[config.mk]
export PLATFORM = sky130hd
export DESIGN_NAME = vdisk_arb
export DESIGN_NICKNAME = d
export VERILOG_FILES = /design/src/rtl/vdisk_arb.sv
export SDC_FILE = /design/constraint.sdc
export NUM_CORES = 1
export LEC_CHECK = 0
export ABC_AREA = 0
export CORE_ASPECT_RATIO = 0.9
export CORE_MARGIN = 1.5
export CORE_UTILIZATION = 34
export DETAILED_ROUTE_END_ITERATION = 10
export HOLD_SLACK_MARGIN = 0.02
export PLACE_DENSITY = 0.9
export SYNTH_ARGS = -nofsm -noshare
export SYNTH_HDL_FRONTEND = slang
export SYNTH_SLANG_ARGS = --single-unit
[constraint.sdc]
create_clock -name clk_sys -period 2.8 [get_ports clk_sys]
set_input_delay 0.7 -clock clk_sys [delete_from_list [all_inputs] [get_ports clk_sys]]
set_output_delay 0.7 -clock clk_sys [all_outputs]
set_load 0.005 [all_outputs]
[src/rtl/vdisk_arb.sv]
// Round-robin arbiter serialising NCH virtual-disk channels onto the single hps_io sector port.
// Optional abort-on-timeout is enabled by defining VDISK_ARB_TIMEOUT_EN.
module vdisk_arb #(
  parameter int unsigned NCH   = 3,
  parameter int unsigned DW    = 16,
  parameter int unsigned AW    = 8,
  parameter int unsigned LBAW  = 32,
  parameter int unsigned TMO_W = 24
) (
  input  logic              clk_sys,
  input  logic              reset,
  input  logic [NCH-1:0]    ch_rd,
  input  logic [NCH-1:0]    ch_wr,
  input  logic [NCH*LBAW-1:0] ch_lba,
  output logic [NCH-1:0]    ch_ack,
  output logic [NCH-1:0]    ch_done,
  output logic [NCH-1:0]    ch_err,
  input  logic [NCH*DW-1:0] ch_buff_din,
  output logic [NCH-1:0]    ch_buff_wr,
  output logic [AW-1:0]     ch_buff_addr,
  output logic [DW-1:0]     ch_buff_dout,
  output logic              sd_rd,
  output logic              sd_wr,
  output logic [LBAW-1:0]   sd_lba,
  input  logic              sd_ack,
  input  logic [AW-1:0]     sd_buff_addr,
  input  logic [DW-1:0]     sd_buff_dout,
  output logic [DW-1:0]     sd_buff_din,
  input  logic              sd_buff_wr,
  output logic              busy
);
  localparam int unsigned GW = (NCH > 1) ? $clog2(NCH) : 1;

  if (NCH == 0 || NCH > 8 || TMO_W == 0) begin : g_param_chk
    $error("vdisk_arb: unsupported parameter set");
  end

  typedef enum logic [1:0] {S_IDLE, S_ISSUE, S_XFER, S_DONE} state_t;

  state_t          state_q, state_d;
  logic [GW-1:0]   rr_q, rr_d;
  logic [GW-1:0]   grant_q, grant_d;
  logic            sd_rd_q, sd_rd_d;
  logic            sd_wr_q, sd_wr_d;
  logic [LBAW-1:0] sd_lba_q, sd_lba_d;
  logic [NCH-1:0]  ch_ack_q, ch_ack_d;
  logic [NCH-1:0]  ch_done_q, ch_done_d;
  logic [NCH-1:0]  pending;
  logic [NCH-1:0]  grant_oh;
  logic [GW-1:0]   cand;
  logic [GW-1:0]   pick_idx;
  logic            pick_vld;
  logic [LBAW-1:0] lba_arr [NCH];
  logic [DW-1:0]   din_arr [NCH];
`ifdef VDISK_ARB_TIMEOUT_EN
  logic [TMO_W-1:0] tmo_q, tmo_d;
  logic [NCH-1:0]   ch_err_q, ch_err_d;
  logic             abort;
`endif

  for (genvar i = 0; i < NCH; i++) begin : g_unpack
    assign lba_arr[i] = ch_lba[i*LBAW +: LBAW];
    assign din_arr[i] = ch_buff_din[i*DW +: DW];
  end

  assign pending  = ch_rd | ch_wr;
  assign grant_oh = NCH'(1) << grant_q;

  // First pending channel at or after the round-robin pointer
  always_comb begin
    pick_vld = 1'b0;
    pick_idx = '0;
    cand     = '0;
    for (int unsigned i = 0; i < NCH; i++) begin
      cand = GW'((32'(rr_q) + i) % NCH);
      if (!pick_vld && pending[cand]) begin
        pick_vld = 1'b1;
        pick_idx = cand;
      end
    end
  end

  always_comb begin
    state_d   = state_q;
    rr_d      = rr_q;
    grant_d   = grant_q;
    sd_rd_d   = sd_rd_q;
    sd_wr_d   = sd_wr_q;
    sd_lba_d  = sd_lba_q;
    ch_ack_d  = ch_ack_q;
    ch_done_d = '0;
`ifdef VDISK_ARB_TIMEOUT_EN
    tmo_d     = tmo_q;
    ch_err_d  = '0;
    abort     = 1'b0;
`endif
    case (state_q)
      S_IDLE: begin
        // A stale sd_ack from hps_io blocks new grants
        if (pick_vld && !sd_ack) begin
          state_d  = S_ISSUE;
          grant_d  = pick_idx;
          sd_lba_d = lba_arr[pick_idx];
          sd_rd_d  = ch_rd[pick_idx];
          sd_wr_d  = !ch_rd[pick_idx];
`ifdef VDISK_ARB_TIMEOUT_EN
          tmo_d    = '0;
`endif
        end
      end
      S_ISSUE: begin
        if (sd_ack) begin
          state_d  = S_XFER;
          sd_rd_d  = 1'b0;
          sd_wr_d  = 1'b0;
          ch_ack_d = grant_oh;
`ifdef VDISK_ARB_TIMEOUT_EN
          tmo_d    = '0;
        end else if (tmo_q == '1) begin
          abort = 1'b1;
        end else begin
          tmo_d = tmo_q + TMO_W'(1);
`endif
        end
      end
      S_XFER: begin
        if (!sd_ack) begin
          state_d   = S_DONE;
          ch_ack_d  = '0;
          ch_done_d = grant_oh;
`ifdef VDISK_ARB_TIMEOUT_EN
        end else if (tmo_q == '1) begin
          abort = 1'b1;
        end else begin
          tmo_d = tmo_q + TMO_W'(1);
`endif
        end
      end
      S_DONE: begin
        state_d = S_IDLE;
        rr_d    = (32'(grant_q) == NCH - 1) ? '0 : grant_q + GW'(1);
      end
      default: state_d = S_IDLE;
    endcase
`ifdef VDISK_ARB_TIMEOUT_EN
    if (abort) begin
      state_d   = S_DONE;
      sd_rd_d   = 1'b0;
      sd_wr_d   = 1'b0;
      ch_ack_d  = '0;
      ch_done_d = grant_oh;
      ch_err_d  = grant_oh;
    end
`endif
  end

  always_ff @(posedge clk_sys) begin
    if (reset) begin
      state_q   <= S_IDLE;
      rr_q      <= '0;
      grant_q   <= '0;
      sd_rd_q   <= 1'b0;
      sd_wr_q   <= 1'b0;
      sd_lba_q  <= '0;
      ch_ack_q  <= '0;
      ch_done_q <= '0;
`ifdef VDISK_ARB_TIMEOUT_EN
      tmo_q     <= '0;
      ch_err_q  <= '0;
`endif
    end else begin
      state_q   <= state_d;
      rr_q      <= rr_d;
      grant_q   <= grant_d;
      sd_rd_q   <= sd_rd_d;
      sd_wr_q   <= sd_wr_d;
      sd_lba_q  <= sd_lba_d;
      ch_ack_q  <= ch_ack_d;
      ch_done_q <= ch_done_d;
`ifdef VDISK_ARB_TIMEOUT_EN
      tmo_q     <= tmo_d;
      ch_err_q  <= ch_err_d;
`endif
    end
  end

`ifdef VDISK_ARB_TIMEOUT_EN
  assign ch_err = ch_err_q;
`else
  assign ch_err = '0;
`endif

  // Buffer bus: broadcast from hps_io, strobe and write data steered by the grant
  assign ch_buff_addr = sd_buff_addr;
  assign ch_buff_dout = sd_buff_dout;
  assign ch_buff_wr   = (state_q == S_XFER && sd_buff_wr) ? grant_oh : '0;
  assign sd_buff_din  = din_arr[grant_q];

  assign sd_rd   = sd_rd_q;
  assign sd_wr   = sd_wr_q;
  assign sd_lba  = sd_lba_q;
  assign ch_ack  = ch_ack_q;
  assign ch_done = ch_done_q;
  assign busy    = (state_q != S_IDLE);

endmodule

# ---- Word-level counts from Yosys, hierarchy flattened
# Index checks and enable logic that the tools add are counted.
# W data, S select, Z words.
dict set report op_classes {
  magnitude_cmp 6
  reduce_logical 17
  n_bitwise 4
  n_eq_ne 7
  add_sub_neg 3
  n_mux 34
  n_div 3
  n_shift 1
}
# op n
set ops {}
lappend ops {{$bmux W32 S2} 1}
lappend ops {{$mod A32 B2 Y32 const B} 2}
lappend ops {{$mux W32} 2}
lappend ops {{$bmux W16 S2} 1}
lappend ops {{$mod A2 B2 Y32 const B} 1}
lappend ops {{$mux W16} 2}
lappend ops {{$mux W2} 7}
lappend ops {{$lt A2 B3 Y1 const B} 4}
lappend ops {{$mux W1} 10}
lappend ops {{$mux W3} 3}
lappend ops {{$reduce_and A3 Y1} 3}
lappend ops {{$bmux W1 S2} 4}
lappend ops {{$pmux W2 S4} 1}
lappend ops {{$eq A2 B2 Y1 const B} 3}
lappend ops {{$ge A3 B3 Y1 const B} 2}
lappend ops {{$ne A2 B2 Y1 const B} 3}
lappend ops {{$not A2 Y3} 2}
lappend ops {{$pmux W3 S2} 1}
lappend ops {{$reduce_bool A2 Y1} 3}
lappend ops {{$logic_and A1 B1 Y1} 4}
lappend ops {{$logic_not A1 Y1} 4}
lappend ops {{$pmux W1 S2} 2}
lappend ops {{$add A2 B1 Y3 const B} 1}
lappend ops {{$add A2 B2 Y3 const B} 1}
lappend ops {{other kinds (8)} 8}
dict set report word_totals {
  ff_bits 46
  out_inout_bits 87
  inputBits 178
  wordCells 83
}

# ---- Logic depth before layout (Yosys ltp)
dict set report logic_depth {
  depth_word 15
  depth_mapped 11
  ltp_nobuf 8
}

# ---- Worst setup path before layout
# OpenSTA, ideal clock, no wires.
dict set report synth_path {
  path_kind {reg-to-reg}
  from {reg rr_q[0]}
  to {reg sd_lba_q[11] (netlist: sd_lba[11])}
  period_less_slack_ps 2140
  required_time_ps 2671
  t_arrival_ps 2011
  slack_ps 660
  setup_time_ps 129
  path_stages_with_launch 11
  n_path_buf 2
  cell_sequence {dfxtp_1 > inv_1 > ha_1 > buf_4 > nor4b_1 > a211oi_1 > nor2_1 > a21oi_4 > buf_4 > mux2i_1 > o221ai_2}
}
dict set report synth_between {
  elab_chain_len 14
  word_cells_on_any_way 27
  classes_between {add/sub: 2; div: 3; mux: 15; bitwise: 1; reduce/logical: 6}
}
# element line
set synth_lines {}
lappend synth_lines {{start, declared} 41} ;# logic [GW-1:0] rr_q, rr_d;
lappend synth_lines {{start signal, assigned} 173} ;# rr_q <= rr_d;
lappend synth_lines {{parallel branches: the longest is 14 deep, another holds $mod A32 B2 Y32} --}
lappend synth_lines {{end signal, assigned} 177} ;# sd_lba_q <= sd_lba_d;
lappend synth_lines {{end, declared} 45} ;# logic [LBAW-1:0] sd_lba_q, sd_lba_d;
# Several ways; the timed one is not identified. The select of a mux whose other input is x is not followed.
# A chain may end at the register's enable or synchronous reset.

# ---- Worst setup path after layout
dict set report layout_path {
  from {in ch_buff_din[12]}
  to {out sd_buff_din[12]}
}
dict set report layout_between {
  elab_chain_len 3
}
# element line
set layout_lines {}
lappend layout_lines {{start, declared} 18} ;# input logic [NCH*DW-1:0] ch_buff_din,
lappend layout_lines {{$bmux W16 S2} 197} ;# assign sd_buff_din = din_arr[grant_q];
lappend layout_lines {{$mux W16 (not written as such) (2 in a row)} 197}
lappend layout_lines {{end, declared} 28} ;# output logic [DW-1:0] sd_buff_din,
# No other way between the ends. The select of a mux whose other input is x is not followed.

==> qor.csv <==
metric,value,unit
final hold vios,0,
Setup crit end,sd_buff_din[12],
synth cell count leaders,"55 x nand2_1, 52 x mux2i_1, 46 x dfxtp_1",
CP max FO,1,
worst slew pin tran,0.681,ns
RSZ-0062 raised after global routing,no,
Post-CTS Hold Buffers,0,
htree depth,2,
Worst Skew,0.00966,ns
worst r2r src,rr_q[0]$_SDFFE_PP0N_,
DRC violations left,0,
Post-Syn Instances,388,
post-DP HPWL,8880,um
Area growth syn-to-layout,66.2,%
Clock transition at path regs,0.10,ns
Peak Freq,0.365,GHz
top cell type's share of synthesized area,0.277,
static leakage,0.00226,uW
CTS tree,done,
maximum vdd ir drop,211,uV
most common cell in the netlist,nand2_1,
clock tree root buffer cell,clkbuf_8,
drt total wl,10900,um
final instance area,5520,um^2
Final min period,2.74,ns
gr ovfl total,0,
total core area,9570,um^2
worst setup margin,0.0619,ns
CP Capture Type,primary output,
first-pass GRT wire length,17300,um
Port-buffer cells,213,
Main synth FF type,dfxtp_1,
worst r2r dst,sd_lba[10]$_SDFFE_PP0P_,
Via Count,3495,
postcts setup bufs,0,
Die ar.,10400,um^2
CP Data Required Time,2.10,ns
Ant. Diodes,0,
# setup viols final,0,
initial antenna violation count,0,
cell taking the most area after synthesis,dfxtp_1,
async set-reset flop share out of synthesis,0,
CTS Buffer Depth,2,
post-place setup slack,-0.0869,ns
router iterations before antenna repair,4,
largest net degree at the start of global routing,33,
Ports,265,
starting density of the core,0.347,
"Seq/Total Area, Yosys",0.277,
share of layout cells above drive strength 1,0.110,
post-synthesis cell area,3320,um^2
critical path arrival,2.04,ns
total power draw,2690,uW
min-delay worst type,reg2reg,
"antenna viol nets, final",0,
"top cells by area, synth","dfxtp_1 28%, mux2i_1 16%, o221ai_2 14%",
Final Max Tran Viols,0,
period utilisation layout,0.978,
placed cell areas,5430,um^2
gr usage total,0.208,
r2r setup slk,0.31,ns
WS Path Type,in2out,
Die Height,96.8,um
number of synthesized flops with an enable pin,0,
outcome,finished clean,
path depth of the worst reg2reg path,8,
Max transition margin,0.546,
Post-Syn Area per Cell,8.56,um^2
number of clock sinks,46,
FILL cells,814,
Critical path origin,ch_buff_din[12],
pwr dens,486,nW/um^2
DR WL/cell,15.6,um
Num CTS Buffers,5,
synth warn,0,
Final #Nets,760,
vias in the first global route,3600,
Seq cells post-synth,46,
Routability Congestion,0.841,
Die X,107,um
floorplan row count,34,
drt via density,4.99,
number of DRC markers in iteration 0,164,
Netlist cell types,44,
Max Cap Viol,0,
CTS resizes,0,
Worst setup SP type,input port,
clock latency on the worst-skew pair,0.30,ns
## power breakdown
part	switching, uW	internal, uW
Clock	239	176
Sequential	85.3	789
Combinational	598	799
Total	922	1760
## per-stage QoR
stage | instances | hold slack [ns] | util | TNS, ns
final | 701 | 0.471 | 0.577 | 0
after global routing | 701 | 0.494 | 0.577 | 0
after CTS | 701 | 0.475 | 0.577 | 0
after detailed placement | 693 | 0.451 | 0.568 | -1.28
after global placement | 693 | 0.446 | 0.568 | 0
after floorplan | 390 | 0.455 | - | 0
## flip-flops by register name, indices dropped and copies added (netlist names)
| register | count |
|---|---|
| sd_rd | 1 |
| rr_q | 2 |
| state_q | 2 |
| ch_done | 3 |
| sd_lba | 32 |
| sd_wr | 1 |
| ch_ack | 3 |
| grant_q | 2 |
## worst min path at each step
| stage | from | slack, ns | cells after the start | to |
|---|---|---|---|---|
| 3_3_place_gp | sd_lba[0]$_SDFFE_PP0P_ | 0.45 | 2 | sd_lba[0]$_SDFFE_PP0P_ |
| 5_1_grt | sd_lba[3]$_SDFFE_PP0P_ | 0.49 | 2 | sd_lba[3]$_SDFFE_PP0P_ |
| 6_report | sd_lba[0]$_SDFFE_PP0P_ | 0.47 | 2 | sd_lba[0]$_SDFFE_PP0P_ |
| 2_1_floorplan | sd_lba[0]$_SDFFE_PP0P_ | 0.45 | 2 | sd_lba[0]$_SDFFE_PP0P_ |
| 3_5_place_dp | sd_lba[16]$_SDFFE_PP0P_ | 0.45 | 2 | sd_lba[16]$_SDFFE_PP0P_ |
| 4_1_cts | sd_lba[31]$_SDFFE_PP0P_ | 0.48 | 2 | sd_lba[31]$_SDFFE_PP0P_ |
## layout by cell type, fill, tap and decap left out, drive strengths merged
cell           instances
mux2i                 52
a211oi                 3
clkdlybuf4s50        213
nor2b                  5
o21bai                 1
o2bb2ai                2
nand2b                 4
o22ai                  1
clkbuf                 5
and2                   3
ha                     8
o221ai                32
nor3                   5
buf                   16
nor4b                  1
or2                    1
nor2                  25
inv                   40
a21bo                  1
conb                   3
or3                    1
and3                   2
clkinv                 2
a211o                  1
a21oi                 12
a32o                   1
dfxtp                 46
clkinvlp               1
o21ai                 20
nor3b                  2
nor4                   4
o32ai                  1
a31o                   1
nand2                 56
and2b                  1
mux2                   1
a31oi                  2
## metal layers
layer  routed length [um]  vias to the layer above  global-route usage
li1                     -                     1680                   -
met1                 4240                     1608               0.229
met2                 5660                      179               0.392
met3                  824                       28              0.0519
met4                  180                        0              0.0472
met5                    0                        -                   0
## cells by family after synthesis
logic type | after synthesis | share of synthesized area
AND/OR/NAND/NOR | 110 | 0.149
buffers and inverters | 92 | 0.149
AO/OA/AOI/OAI | 78 | 0.233
multiplexers | 53 | 0.160
flip-flops | 46 | 0.277
adder cells (fa/ha/maj) | 8 | 0.0301
other | 1 | 0.00113
## layout make-up
class | instances | area (um^2) | share of cell area
clock inverter | 3 | 21.3 | 0.00385
sequential | 46 | 921 | 0.167
inverter | 40 | 150 | 0.0272
tap | 126 | 158 | 0.0285
multi-input combinational | 252 | 1910 | 0.347
timing repair buffer | 229 | 2290 | 0.415
clock buffer | 5 | 68.8 | 0.0125
## critical path, cell delays in order
cell and delay, ns:
clkdlybuf4s50_1 0.47, mux2i_1 0.06, o21ai_0 0.25, clkdlybuf4s50_1 0.56
Power figures use the tool's default switching activity.
